<file path="src/rtl/fetch_unit.sv">
// fetch_unit: PC register, sticky halt and a 2-entry {instr, pc} buffer
// feeding the fetch/decode latch.
//
// Ports:
//   CLK, RST         clock; synchronous active-high reset
//   ihit, imemload   instruction memory response for imemaddr
//   imemREN          read request
//   imemaddr         fetch address (PC register)
//   redirect         flush request from a later stage
//   redirect_pc      redirect target (word aligned here)
//   halt             sticky stop-fetch request
//   stall            fetch/decode latch cannot accept
//   valid_out        head entry presented
//   fetch_instr_out  head instruction
//   pc_out           head PC
//   pc4_out          pc_out + 4
//   next_pc_out      predicted next PC (sequential)
module fetch_unit #(
  parameter logic [31:0] RESET_PC = 32'h0000_0000
) (
  input  logic        CLK,
  input  logic        RST,
  input  logic        ihit,
  input  logic [31:0] imemload,
  output logic        imemREN,
  output logic [31:0] imemaddr,
  input  logic        redirect,
  input  logic [31:0] redirect_pc,
  input  logic        halt,
  input  logic        stall,
  output logic        valid_out,
  output logic [31:0] fetch_instr_out,
  output logic [31:0] pc_out,
  output logic [31:0] pc4_out,
  output logic [31:0] next_pc_out
);

  logic [31:0] pc_q;
  logic        halted_q;
  logic [31:0] instr_q [2];
  logic [31:0] epc_q   [2];
  logic        head_q;
  logic        tail_q;
  logic [1:0]  count_q;

  logic        live;
  logic        push;
  logic        pop;
  logic [31:0] head_pc4;

  // Outputs read as empty while RST is high, even if the
  // buffer still holds entries until the reset edge.
  assign live = !RST && (count_q != 2'd0);

  assign imemREN = !RST && !halted_q
                && (count_q < 2'd2) && !redirect;
  assign imemaddr = pc_q;

  // A halt edge discards the word returned that cycle.
  assign push = imemREN && ihit && !halt;
  assign pop  = live && !stall;

  assign head_pc4 = epc_q[head_q] + 32'd4;

  assign valid_out       = live;
  assign fetch_instr_out = live ? instr_q[head_q] : 32'h0;
  assign pc_out          = live ? epc_q[head_q] : 32'h0;
  assign pc4_out         = live ? head_pc4 : 32'h0;
  assign next_pc_out     = live ? head_pc4 : 32'h0;

  always_ff @(posedge CLK) begin
    if (RST) begin
      pc_q     <= RESET_PC;
      halted_q <= 1'b0;
      head_q   <= 1'b0;
      tail_q   <= 1'b0;
      count_q  <= 2'd0;
    end else if (redirect) begin
      pc_q     <= {redirect_pc[31:2], 2'b00};
      halted_q <= halted_q | halt;
      head_q   <= 1'b0;
      tail_q   <= 1'b0;
      count_q  <= 2'd0;
    end else begin
      halted_q <= halted_q | halt;
      if (push) begin
        pc_q   <= pc_q + 32'd4;
        tail_q <= ~tail_q;
      end
      if (pop) begin
        head_q <= ~head_q;
      end
      unique case ({push, pop})
        2'b10:   count_q <= count_q + 2'd1;
        2'b01:   count_q <= count_q - 2'd1;
        default: count_q <= count_q;
      endcase
    end
  end

  // push is already low under RST and redirect.
  always_ff @(posedge CLK) begin
    if (push) begin
      instr_q[tail_q] <= imemload;
      epc_q[tail_q]   <= pc_q;
    end
  end

endmodule
</file>
<file path="config.mk">
export PLATFORM = sky130hd
export DESIGN_NAME = fetch_unit
export DESIGN_NICKNAME = d
export VERILOG_FILES = /design/src/rtl/fetch_unit.sv
export SDC_FILE = /design/constraint.sdc
export NUM_CORES = 1
export LEC_CHECK = 0
export BUFFER_PORTS_ARGS = -buffer_cell sky130_fd_sc_hd__buf_2
export CAP_MARGIN = 40
export CORE_AREA = 10 10 195 105
export CTS_BUF_LIST = sky130_fd_sc_hd__clkbuf_8 sky130_fd_sc_hd__clkbuf_16
export DETAILED_ROUTE_END_ITERATION = 8
export DIE_AREA = 0 0 205 115
export PLACE_DENSITY = 0.87
export SYNTH_ARGS = -nofsm -noshare
export SYNTH_HDL_FRONTEND = slang
export SYNTH_SLANG_ARGS = --single-unit
</file>
<file path="constraint.sdc">
create_clock -name CLK -period 4.25 [get_ports CLK]
set_clock_uncertainty 0.1 [all_clocks]
set_input_delay 0.2125 -clock CLK [delete_from_list [all_inputs] [get_ports CLK]]
set_output_delay 0.2125 -clock CLK [all_outputs]
set_load 0.005 [all_outputs]
</file>
; Word level (Yosys, flattened, before mapping)
; Memory sizes are Yosys's and may differ from the RTL's. A register that Yosys moved wholly into a read port is not among the register bits.
; Index checks and enable logic that the tools add are counted.
[op_classes]
add_sub_neg = 4
muxes = 12
n_reduce_logical = 16
order_cmp = 1
n_bitwise = 3
n_eq_ne = 2
[ops]
columns = op, count
row1 = 32-bit 2-to-1 mux, 5
row2 = "32-bit by 3-bit adder with 32-bit output, second input constant", 2
row3 = 1-bit logical AND, 7
row4 = 1-bit 2-to-1 mux, 6
row5 = 2-bit nonzero test, 3
row6 = 1-bit logical NOT, 5
row7 = 2-bit one-hot mux with 2 select lines, 1
row8 = "2-bit by 1-bit adder with 2-bit output, second input constant", 1
row9 = "2-bit by 1-bit equality test with 1-bit output, second input constant", 1
row10 = "2-bit equality test, second input constant", 1
row11 = "2-bit < comparator, second input constant", 1
row12 = 1-bit inverter, 2
row13 = 2-bit OR reduction, 1
row14 = "2-bit by 1-bit subtractor with 2-bit output, second input constant", 1
row15 = 1-bit bitwise OR, 1
[word_totals]
in_bits = 70
output_inout_bits = 162
ff_bits = 37
n_memories = 2
word_cells = 46
mem_bits_rw = 128
[mem_list]
columns = name, words, width, read_ports, rd_clocked_by_memory_dff, wr, line_no
row1 = epc_q, 2, 32, 1, 1, 1, 41  ; logic [31:0] epc_q [2];
row2 = instr_q, 2, 32, 1, 1, 1, 40  ; logic [31:0] instr_q [2];

; Longest topological paths before layout
[depth]
ltp_word = 8
ltp_mapped = 13
mapped_depth_nobuf = 8

; Worst setup path before layout
; No wires, ideal clock.
[synth_timing]
kind = register to register
start = register count_q[1]
end = memory epc_q[0][10], enable pin
synth_period_minus_slack_ns = 4.732
t_arrival_ns = 4.149
path_buffers = 2
path_stages_with_launch = 7
setup_ns = 0.482
t_required_ns = 3.668
path_slack_ns = -0.482
cell_sequence = dfxtp_1 -> nor4_4 -> and2_2 -> buf_2 -> clkinv_1 -> clkbuf_1 -> nor2_1
[synth_between]
elab_chain_cells = 7
[synth_rtl]
columns = element, line_no
row1 = "start, declared", 44  ; logic [1:0] count_q;
row2 = "start signal, assigned", 94  ; 2'b10: count_q <= count_q + 2'd1;
row3 = "start signal, assigned", 95  ; 2'b01: count_q <= count_q - 2'd1;
row4 = "start signal, assigned", 96  ; default: count_q <= count_q;
row5 = 2-bit < comparator, 56  ; && (count_q < 2'd2) && !redirect;
row6 = 1-bit logical AND (2 in a row), 56
row7 = net imemREN, 25  ; output logic imemREN,
row8 = 1-bit logical AND (2 in a row), 60  ; assign push = imemREN && ihit && !halt;
row9 = 1-bit 2-to-1 mux, 103  ; if (push) begin
row10 = 1-bit 2-to-1 mux (implied by the code), 105  ; epc_q[tail_q] <= pc_q;
row11 = "end, declared", 41
; The timed path passes the listed nets, and every way through them passes these cells.

==> flow_summary.ini <==
[run_status]
status = complete, no violations

[worst_setup_path]
ff2ff_path_depth = 8
cp.arrival_ns = 3.64
rrSetupSlack_ns = 1.33
max_stage_delay_ns = 0.85
crit_slowest_cell = dfxtp_4
r2r_start = count_q[1]$_SDFFE_PP0P_
worstSetupPathType = reg -> out
path_max_fanout = 60
critPathRequiredTime_ns = 3.94
end_kind = output pin
start_kind = flop
r2r_end = count_q[1]$_SDFFE_PP0P_
crit_chain = mux2i_1 -> a21oi_1 -> nand4_1 -> o31a_1 -> nor3_1 -> buf_2

[logic_synthesis]
synth-main-ff-cell = edfxtp_1
synth_edf_count = 124
synth_top_area_share_pct = 47.2
yosysWarningCount = 0
synth_seq_cells = 160
synth_area_per_cell_sq_um = 11.1
syn_inst = 713
syn_area_sq_um = 7890
synth_area_leaders = edfxtp_1 47%, dfxtp_1 9.1%, mux2i_1 7.4%
synthDistinctLibCells = 58
yosysTopAreaCell = edfxtp_1
async_flop_share_pct = 0
ys_seq_area_share_pct = 56.3

[floorplanning]
core_area_sq_um = 17100
num_io_pins = 232
die_x_um = 205
num_rows = 34
dieArea_sq_um = 23600
die_h_um = 115
initial_core_util_pct = 46.2

[drt]
post_drt_via_cell_ratio = 5.67
ant_nets = 0
drt_iter0_markers = 665
vias = 6775
wl_um = 25200
drc = 0
wl_per_cell_um = 21.1
firstDrtPassIters = 6

[global_route]
grt_first_pass_wirelength_um = 37200
overflow = 0
grt_max_degree = 63
antenna_found_initial = 0
grt.total_usage_pct = 20.5
grt_pass1_vias = 6326

[hold_path]
hp-class = in -> reg
min_from = redirect_pc[13]
whs_path_depth = 3
hold_end = imemaddr[13]$_SDFFE_PP0P_

[sta]
setup_violations = 0
drv_slew = 0
fin_crit_sh_pct = 92.9
fmax_mhz = 253
relSlewSlack_pct = 36.5
report.final.hold_viol_count = 0
period_minus_slack_ns = 3.95
rsz0062_at_grt = false
worst_pin_slew_ns = 0.949
timing.setup.tns_ns = 0

[placed_design]
dp_hpwl_um = 18100
place_inst = 1109
gp_congestion = 0.897
numPortBuffers = 221

[cts]
cts_root_buffer = clkbuf_16
cts_max_level = 4
clkLatencyLatePin_ns = 0.42
cts_max_path_buffers = 2
numCtsBuffers = 17
clk_transition_reported_paths_ns = 0.07
clock-sinks = 160
postCtsSetupBuffers = 0
cts_tree = yes

[pwr]
ir_worst_vdd_mv = 0.273
p_leak_nw = 3.95
power.density_nw_per_um2 = 349

[cells_and_area]
nNetsFinal = 1020
fin_cells = 1194
antennaDiodeCount = 0
drive_gt1_share_pct = 29.6
syn2layout_area_growth_pct = 27.9

[job]
cap_violations = 0
where the power goes:
group          total, mW  switching, mW  leakage, nW  internal, mW
Sequential          1.76         0.0516         1.41          1.71
Clock               1.56          0.672        0.289         0.886
Combinational      0.197         0.0994         2.25        0.0978
Total               3.52          0.823         3.95          2.70
metal layers:
metal	vias to the layer above	share of wire (%)	track usage, %
met3	46	13	6.63
met5	-	0	0
met1	3197	41	27.6
met4	0	2.2	6.38
li1	3092	-	-
met2	440	43	31.0
how the worst max path moves through the flow:
| stage | cells past startpoint | endpoint | from | slack, ns |
|---|---|---|---|---|
| CTS | 6 | next_pc_out[25] | flop | 0.38 |
| detailed placement | 6 | next_pc_out[25] | flop | 0.84 |
| floorplan | 6 | epc_q[0][10]$_DFFE_PP_ | count_q[1]$_SDFFE_PP0P_ | 0.56 |
| global placement | 7 | pc4_out[25] | flop | 0.96 |
| finish | 6 | next_pc_out[25] | flop | 0.30 |
| global route | 6 | pc4_out[25] | flop | 0.06 |
area by class of cell:
cell class | instances | area (sq um)
multi-input combinational | 477 | 3000
fill | 1376 | 6970
timing repair buffer | 284 | 1720
clock inverter | 15 | 174
tap | 234 | 293
clock buffer | 17 | 425
inverter | 7 | 26.3
sequential | 160 | 4450
timing repair:
item	in CTS	in global routing
hold buffers	53	0
resized for setup	0	0
hold endpoints to repair	85	0
cell usage after synthesis, drive strengths merged, types with 8 or more instances:
master	count
xor2	8
nand3	17
nor2	102
o31ai	8
and3	13
nor3	19
dfxtp	36
nand2	43
a31oi	17
mux2i	58
and2	11
xnor2	11
nand4	23
buf	55
o21ai	19
edfxtp	124
a21oi	25
clkbuf	21
nor4	12
placed cells by master, fill, tap and decap left out, types with 9 or more instances in the layout:
cell type      instances
a21oi_1               25
a31oi_1               17
and2_1                10
buf_2                221
buf_4                  9
clkbuf_16             17
dfxtp_1               35
dlygate4sd3_1         53
edfxtp_1             124
mux2i_1               58
nand2_1               43
nand3_1               17
nand4_1               22
nor2_1               101
nor3_1                19
nor4_1                10
o21ai_0               19
xnor2_1               11
critical path, delay by kind of cell (launching register included):
| family | cells | cell delay (ns) |
|---|---|---|
| AOI/OAI and AO/OA | 2 | 0.94 |
| muxes | 1 | 0.30 |
| and+or+nand+nor | 2 | 0.90 |
| buffers and inverters | 1 | 0.19 |
| DFF | 1 | 0.85 |
cells by family (layout without fill, tap and decap cells):
family | count (synthesis) | after routing | share of synthesized area (%)
AND/OR/NAND/NOR | 277 | 277 | 17.9
flip-flops | 160 | 160 | 56.3
AO/OA/AOI/OAI | 107 | 107 | 8.95
buffers and inverters | 83 | 323 | 6.07
multiplexers | 63 | 63 | 8.07
XOR/XNOR | 19 | 19 | 2.11
adder cells (fa/ha/maj) | 3 | 3 | 0.476
other | 1 | 8 | 0.0475
state kept, by name (all words and copies together) (netlist names), named ones only:
signal / flops
head_q: 1
halted_q: 1
count_q: 2
instr_q: 64
imemaddr: 30
epc_q: 60
tail_q: 1
stage by stage:
step / area (sq um) / worst slack [ns] / power, mW / hold WS [ns] / utilization [%]
CTS: 10100 / 0.381 / 3.53 / 0.00289 / 59.1
finish: 10100 / 0.301 / 3.52 / 0.00947 / 59.1
global route: 10100 / 0.0558 / 3.62 / 0.0290 / 59.1
floorplan: 7920 / 0.557 / 1.85 / 0.211 / -
global placement: 8960 / 0.958 / 1.94 / 0.301 / 52.5
detailed placement: 8960 / 0.844 / 1.95 / 0.304 / 52.5
(Power assumes the default switching activity.)
